--- src/rtl/hilo_ctrl_pkg.sv ---
// Shared definitions for the HI/LO control unit.
// Holds the FSM state encoding, the default multiply/divide latencies and
// a helper that sizes the latency counter.
package hilo_ctrl_pkg;

  localparam int unsigned MULT_LAT_DEF = 32;
  localparam int unsigned DIV_LAT_DEF  = 33;

  typedef logic [1:0] hilo_state_t;

  localparam hilo_state_t StIdle     = 2'd0;
  localparam hilo_state_t StMultWait = 2'd1;
  localparam hilo_state_t StDivWait  = 2'd2;

  // Bits needed to hold max(a, b) - 1, never less than one.
  function automatic int unsigned cnt_width(input int unsigned a, input int unsigned b);
    int unsigned m;
    m = (a > b) ? a : b;
    if (m <= 2) return 1;
    return $clog2(m);
  endfunction

endpackage

--- src/rtl/hilo_lat_counter.sv ---
// Loadable down-counter used to time multiply/divide completion.
// Ports:
//   clk, reset       - clock, asynchronous active-low reset
//   load, load_val   - load the counter (highest priority)
//   clr              - force the counter to zero
//   dec              - decrement by one, saturating at zero
//   zero             - counter currently equals zero
module hilo_lat_counter #(
  parameter int unsigned WIDTH = 6
) (
  input  logic             clk,
  input  logic             reset,
  input  logic             load,
  input  logic [WIDTH-1:0] load_val,
  input  logic             clr,
  input  logic             dec,
  output logic             zero
);

  logic [WIDTH-1:0] cnt_q, cnt_d;

  always_comb begin
    cnt_d = cnt_q;
    if (load) begin
      cnt_d = load_val;
    end else if (clr) begin
      cnt_d = '0;
    end else if (dec && (cnt_q != '0)) begin
      cnt_d = cnt_q - 1'b1;
    end
  end

  always_ff @(posedge clk or negedge reset) begin
    if (!reset) begin
      cnt_q <= '0;
    end else begin
      cnt_q <= cnt_d;
    end
  end

  assign zero = (cnt_q == '0);

endmodule

--- src/rtl/hilo_ctrl.sv ---
// HI/LO architectural register control for a multi-cycle multiplier and
// divider. Captures the unit result after a fixed latency, supports direct
// MTHI/MTLO writes while idle and reports aborted divide-by-zero.
// Ports:
//   clk, reset             - clock, asynchronous active-low reset
//   multCtrl, divCtrl      - one-cycle start pulses (divide wins if both)
//   multHi/multLo          - multiplier result halves
//   divHi/divLo, divZero   - divider remainder/quotient and zero-divisor flag
//   mthiWr, mtloWr, wrData - direct HI/LO writes
//   hi, lo                 - architectural registers
//   busy                   - an operation is in flight
//   divZeroExc             - one-cycle pulse after an aborted divide
module hilo_ctrl
  import hilo_ctrl_pkg::*;
#(
  parameter int unsigned N_BITS   = 32,
  parameter int unsigned MULT_LAT = MULT_LAT_DEF,
  parameter int unsigned DIV_LAT  = DIV_LAT_DEF
) (
  input  logic              clk,
  input  logic              reset,
  input  logic              multCtrl,
  input  logic              divCtrl,
  input  logic [N_BITS-1:0] multHi,
  input  logic [N_BITS-1:0] multLo,
  input  logic [N_BITS-1:0] divHi,
  input  logic [N_BITS-1:0] divLo,
  input  logic              divZero,
  input  logic              mthiWr,
  input  logic              mtloWr,
  input  logic [N_BITS-1:0] wrData,
  output logic [N_BITS-1:0] hi,
  output logic [N_BITS-1:0] lo,
  output logic              busy,
  output logic              divZeroExc
);

  localparam int unsigned CntW = cnt_width(MULT_LAT, DIV_LAT);
  localparam logic [CntW-1:0] MultLoad = CntW'(MULT_LAT - 1);
  localparam logic [CntW-1:0] DivLoad  = CntW'(DIV_LAT - 1);

  hilo_state_t       state_q, state_d;
  logic [N_BITS-1:0] hi_q, hi_d, lo_q, lo_d;
  logic              exc_q, exc_d;

  logic            cnt_load, cnt_clr, cnt_dec, cnt_zero;
  logic [CntW-1:0] cnt_load_val;

  hilo_lat_counter #(
    .WIDTH(CntW)
  ) u_lat_counter (
    .clk     (clk),
    .reset   (reset),
    .load    (cnt_load),
    .load_val(cnt_load_val),
    .clr     (cnt_clr),
    .dec     (cnt_dec),
    .zero    (cnt_zero)
  );

  always_comb begin
    state_d      = state_q;
    hi_d         = hi_q;
    lo_d         = lo_q;
    exc_d        = 1'b0;
    cnt_load     = 1'b0;
    cnt_load_val = '0;
    cnt_clr      = 1'b0;
    cnt_dec      = 1'b0;
    case (state_q)
      StIdle: begin
        if (divCtrl) begin
          state_d      = StDivWait;
          cnt_load     = 1'b1;
          cnt_load_val = DivLoad;
        end else if (multCtrl) begin
          state_d      = StMultWait;
          cnt_load     = 1'b1;
          cnt_load_val = MultLoad;
        end else begin
          // Direct writes only when no start is accepted this cycle.
          if (mthiWr) hi_d = wrData;
          if (mtloWr) lo_d = wrData;
        end
      end
      StMultWait: begin
        if (cnt_zero) begin
          hi_d    = multHi;
          lo_d    = multLo;
          state_d = StIdle;
        end else begin
          cnt_dec = 1'b1;
        end
      end
      StDivWait: begin
        // Divide-by-zero aborts even on the would-be commit edge.
        if (divZero) begin
          exc_d   = 1'b1;
          cnt_clr = 1'b1;
          state_d = StIdle;
        end else if (cnt_zero) begin
          hi_d    = divHi;
          lo_d    = divLo;
          state_d = StIdle;
        end else begin
          cnt_dec = 1'b1;
        end
      end
      default: begin
        state_d = StIdle;
        cnt_clr = 1'b1;
      end
    endcase
  end

  always_ff @(posedge clk or negedge reset) begin
    if (!reset) begin
      state_q <= StIdle;
      hi_q    <= '0;
      lo_q    <= '0;
      exc_q   <= 1'b0;
    end else begin
      state_q <= state_d;
      hi_q    <= hi_d;
      lo_q    <= lo_d;
      exc_q   <= exc_d;
    end
  end

  assign hi         = hi_q;
  assign lo         = lo_q;
  assign busy       = (state_q != StIdle);
  assign divZeroExc = exc_q;

endmodule

--- config.mk ---
export PLATFORM = sky130hd
export DESIGN_NAME = hilo_ctrl
export DESIGN_NICKNAME = d
export VERILOG_FILES = /design/src/rtl/hilo_ctrl_pkg.sv /design/src/rtl/hilo_lat_counter.sv /design/src/rtl/hilo_ctrl.sv
export SDC_FILE = /design/constraint.sdc
export NUM_CORES = 1
export LEC_CHECK = 0
export CORE_MARGIN = 2
export CORE_UTILIZATION = 42
export DETAILED_ROUTE_END_ITERATION = 10
export PLACE_DENSITY = 0.95
export SLEW_MARGIN = 10
export SYNTH_ARGS = -nofsm -noshare
export SYNTH_HDL_FRONTEND = slang
export SYNTH_SLANG_ARGS = --single-unit
export TNS_END_PERCENT = 1
--- constraint.sdc ---
create_clock -name clk -period 3.1 [get_ports clk]
set_clock_uncertainty 0.1 [all_clocks]
set_input_delay 0.465 -clock clk [delete_from_list [all_inputs] [get_ports clk]]
set_output_delay 0.465 -clock clk [all_outputs]
set_load 0.1 [all_outputs]
### Yosys cells after proc, flatten, opt, wreduce, memory -nomap -nowiden

Index checks and enable logic that the tools add are counted.

* div/mod/pow operators: 0
* shifts and indexed selects: 0
* $mul: 0
* reduce and logical (&&, ||, !) cells: 10
* $lt $le $gt $ge: 0
* add/sub/neg operators: 1
* muxes and demuxes: 34
* bitwise gates (word level): 0
* equality and inequality tests: 10

Operators by type and width (count)
* $mux 32: 12
* $pmux 32 s3: 2
* $mux 6: 5
* $ne 2x2->1 const B: 7
* $reduce_and 7->1: 2
* $mux 2: 4
* $mux 1: 7
* $logic_not 6->1: 1
* $pmux 2 s3: 1
* $reduce_bool 3->1: 2
* $reduce_bool 6->1: 1
* $sub 6x1->6 const B: 1
* $mux 5: 1
* $pmux 1 s2: 2
* $ne 3x3->1 const B: 1
* $eq 2x1->1 const B: 1
* $eq 2x2->1 const B: 1
* $logic_not 2->1: 1
* $reduce_bool 2->1: 1
* $reduce_or 2->1: 1
* $logic_and 1x1->1: 1

* output and inout port bits: 66
* bits in latches: 0
* RAM bits: 0
* memories kept: 0
* bits of input ports: 167
* register bits: 73
* memory bits (read-only): 0
* word-level logic and storage cells: 60

### Depth between registers and ports, before layout

* word-level depth: 8
* gate-level depth with buffers: 7
* gate-level depth less buffers: 6

### Cells and area by module

Synthesis repeated with hierarchy kept, for this count alone.

* cells, all modules: 402
* area, all modules: 4090.2 µm²

Modules (own cells, without submodules)
* hilo_ctrl: cells each 358, area an instance 3711.1 µm², times used 1, sequential area each 1676.6 µm²
* hilo_lat_counter: cells each 44, area an instance 379.1 µm², times used 1, sequential area each 150.1 µm²

### Least setup slack after synthesis

No wires, ideal clock.

* path type: register to register
* from: register state_q[0]
* to: register hi_q[0] (netlist: hi[0])
* setup time: 0.125 ns
* cell stages (with the launch flop): 8
* arrival time: 2.299 ns
* setup slack: 0.575 ns
* required time: 2.875 ns
* period minus slack after synthesis: 2.525 ns
* path buffers: 1
* cell sequence: dfrtp_1 -> inv_1 -> ha_1 -> inv_1 -> nor2_1 -> nor3_4 -> buf_6 -> mux2_2

* cells in the longest elaborated chain, start to end: 3
* elaborated cells on any way between the ends: 12
* those cells by class: 8 x eq/ne; 1 x mux; 3 x reduce/logical

RTL lines
* start: declaration: RTL line hilo_ctrl.sv:42 `hilo_state_t state_q, state_d;`
* start signal: assignment: RTL line hilo_ctrl.sv:118 `state_q <= StIdle;`
* start signal: assignment: RTL line hilo_ctrl.sv:123 `state_q <= state_d;`
* $eq 2x1->1, or another cell as far along: RTL line hilo_ctrl.sv:70 `case (state_q)`
* $ne 2x2->1 (no line) / $reduce_bool 3->1 (equally long branches)
* $reduce_and 7->1 (no line)
* end signal: assignment: RTL line hilo_ctrl.sv:124 `hi_q <= hi_d;`
* end: declaration: RTL line hilo_ctrl.sv:43 `logic [N_BITS-1:0] hi_q, hi_d, lo_q, lo_d;`

Parallel ways exist; a longest one is shown, timed or not.
A chain may end at the register's enable or synchronous reset.

### Worst setup path after layout

* from: register state_q[0]
* to: register u_lat_counter.cnt_q[4]

* cells in the longest elaborated chain, start to end: 5
* elaborated cells on any way between the ends: 12
* those cells by class: 2 x eq/ne; 6 x mux; 4 x reduce/logical

RTL lines
* $eq 2x1->1 / $logic_not 2->1 (equally long branches): RTL line hilo_ctrl.sv:70
* $reduce_or 2->1 (no line)
* $pmux 1 s2: RTL line hilo_ctrl.sv:70
* $mux 6: RTL line hilo_lat_counter.sv:26 `end else if (clr) begin`
* $mux 6: RTL line hilo_lat_counter.sv:24 `if (load) begin`
* end signal: assignment: RTL line hilo_lat_counter.sv:37 `cnt_q <= cnt_d;`
* end: declaration: RTL line hilo_lat_counter.sv:20 `logic [WIDTH-1:0] cnt_q, cnt_d;`

Parallel ways exist; a longest one is shown, timed or not.

==> results.json <==
{
  "synthAdderAreaFrac_pct": 1.843,
  "root_buffer": "clkbuf_8",
  "crit_fanout": 38,
  "grt_pass1_wl_mm": 20.41,
  "min_path_type": "in -> async",
  "post-place-cells": 728,
  "slew_headroom_pct": 38.16,
  "synth_edf_count": 0,
  "reg2reg_slack_ns": 0.65,
  "antenna_found_initial": 0,
  "fmax_ghz": 0.4086,
  "cp_data_arrival_time_ns": 2.62,
  "nets": 783,
  "vias": 4118,
  "ys_top_cells_by_count": "73 x dfrtp_1, 70 x a21oi_1, 64 x a22oi_1, 47 x mux2_2, 36 x nor2_1",
  "clock_path_buffers": 2,
  "worst_pin_slew_ns": 0.9276,
  "detail-route-antenna-nets": 0,
  "critPathKind": "reg -> reg",
  "rsz0062_at_grt": "false",
  "cp-start-kind": "flop",
  "hold_buffers": 0,
  "fin_crit_ns": 2.447,
  "fin_cells": 743,
  "synth_compound_area_share_pct": 23.86,
  "die-width_um": 102.5,
  "core-area_mm2": 0.009328,
  "ys_warn_count": 0,
  "io_buffers": 232,
  "use_met2_pct": 44.65,
  "cts_buffers": 9,
  "syn-num-nets": 565,
  "synth_simple_gate_area_share_pct": 7.310,
  "cts_sinks": 73,
  "vias_per_cell": 5.542,
  "hpwlAfterDp_mm": 10.04,
  "grtUsageMet1_pct": 28.27,
  "crit_start": "state_q[0]",
  "grt-ovfl-total": 0,
  "final-max-slew-violation-count": 0,
  "synth-xor-area-share_pct": 0,
  "synth_top_area_share_pct": 44.84,
  "rows": 35,
  "place_congestion": 0.9003,
  "ys.flop_type": "dfrtp_1",
  "drive_above_1_share_pct": 23.62,
  "finalWorstSetupSlack_ns": 0.6527,
  "drt_first_pass_iters": 5,
  "cts_tree": "done",
  "ys_seq_elements": 73,
  "crit_required_ns": 3.28,
  "synthArstFlopShare_pct": 100.0,
  "final.setup.tns_ns": 0,
  "die_height_um": 102.5,
  "clkTransAtPathRegs_ns": 0.08,
  "dp_slack_ns": 0.4841,
  "fin_crit_sh_pct": 78.95,
  "yosysTopAreaCell": "dfrtp_1",
  "drc": 0,
  "routedWlPerCell_um": 17.84,
  "groute.usage.overall_pct": 25.14,
  "yosysSeqAreaShare_pct": 44.84,
  "synth_top_family_by_area": "compound AO/OA/AOI/OAI gates",
  "busiest_layer": "met2",
  "r2r_cells": 7,
  "synth.most_common_cell": "dfrtp_1",
  "die_area_mm2": 0.01050,
  "max_cap_viol_count": 0,
  "cts_setup_buffers": 0,
  "grt_pass1_vias": 4277,
  "io-pin-count": 233,
  "grt_max_degree": 74,
  "drtIter0Drc": 132,
  "r2r_start": "state_q[0]",
  "hold_viol": 0,
  "use_met3_pct": 6.977,
  "area_growth_pct": 60.38,
  "start_util_pct": 43.68,
  "r2r-end": "u_lat_counter.cnt_q[4]",
  "final-setup-viol-count": 0,
  "finalWirelength_mm": 13.26,
  "synth_cells": 392,
  "cts_resized": 0,
  "run_status": "complete, no violations",
  "cts.htree.levels": 3,
  "synth_area_leaders": "dfrtp_1 45%, mux2_2 13%, a22oi_1 12%, a21oi_1 8.6%, mux2_1 4.7%",
  "synthMuxAreaShare_pct": 17.69,
  "clk_latency_ns": 0.34,
  "synth.avg_cell_area_um2": 10.39,
  "syn-cell-area_mm2": 0.004074,
  "diodes": 0,
  "synth.distinct_cells": 37,
  "worstSetupEndpoint": "u_lat_counter.cnt_q[4]",
  "end_kind": "flop"
}
## registers in the layout (all words and copies together) (netlist names)
| name | count |
|---|---|
| hi | 32 |
| state_q | 2 |
| u_lat_counter.cnt_q | 6 |
| divZeroExc | 1 |
| lo | 32 |
## cells by family after synthesis
kind of cell | after synthesis
AOI/OAI and AO/OA | 151
buffers and inverters | 39
muxes | 64
adders and majority gates | 6
DFF | 73
and+or+nand+nor | 59
## routing by layer
metal,wire [µm],vias up
met4,391,0
met5,0,-
li1,-,1909
met1,4982,1967
met3,1057,39
met2,6825,203
## worst max-delay path, stage by stage, from the launching register on
cell and delay [ns]:
dfrtp_1 0.41, inv_1 0.16, ha_2 0.27, buf_4 0.37, nand2b_1 0.14, a221oi_1 0.47
or2_2 0.26, o221a_2 0.21
## cell usage in the layout, fill, tap and decap left out, types with 2 or more instances in the layout
master | netlist | layout
nand4_1 | 3 | 3
nand2b_1 | 3 | 3
o22a_1 | 4 | 4
clkdlybuf4s50_1 | 0 | 165
o21ai_0 | 2 | 2
nand2_1 | 2 | 2
nor3_1 | 3 | 3
buf_4 | 3 | 72
ha_2 | 0 | 2
a21oi_1 | 70 | 70
nor2b_1 | 2 | 2
mux2_2 | 47 | 47
clkinvlp_4 | 0 | 3
a22oi_1 | 64 | 64
nor3_4 | 2 | 2
nor2_1 | 36 | 36
buf_12 | 0 | 2
dfrtp_1 | 73 | 73
o211a_1 | 2 | 2
inv_1 | 7 | 7
clkbuf_8 | 0 | 11
ha_1 | 6 | 3
mux2_1 | 17 | 17
and2_1 | 3 | 3
## stage by stage
step,utilization [%],cell area (µm²),hold slack (ns)
3_3_place_gp,67.86,6330,0.3687
2_1_floorplan,-,4074,0.06941
5_1_grt,70.05,6534,0.2183
6_report,70.05,6534,0.1268
3_5_place_dp,67.86,6330,0.3776
4_1_cts,70.05,6534,0.1815
## worst min path at each step
stage | startpoint | to | slack, ns
floorplan | reset | divZeroExc | 0.07
global route | reset | hi[25] | 0.22
global placement | lo[29] | lo[29] | 0.37
finish | reset | hi[25] | 0.13
detailed placement | lo[29] | lo[29] | 0.38
CTS | reset | hi[25] | 0.18
## area by class of cell
type / instances / area, µm²
inverters: 7 / 26.28
multi-input cells: 280 / 2083
clock inverters: 4 / 52.55
clock buffers: 11 / 151.4
well taps: 129 / 161.4
repair buffers: 239 / 2232
flip-flops and latches: 73 / 1827
fillers: 696 / 2794
Power is left out: the tool's default activity adds up to more than one toggle a clock period on the data nets, which glitch-free logic cannot reach.
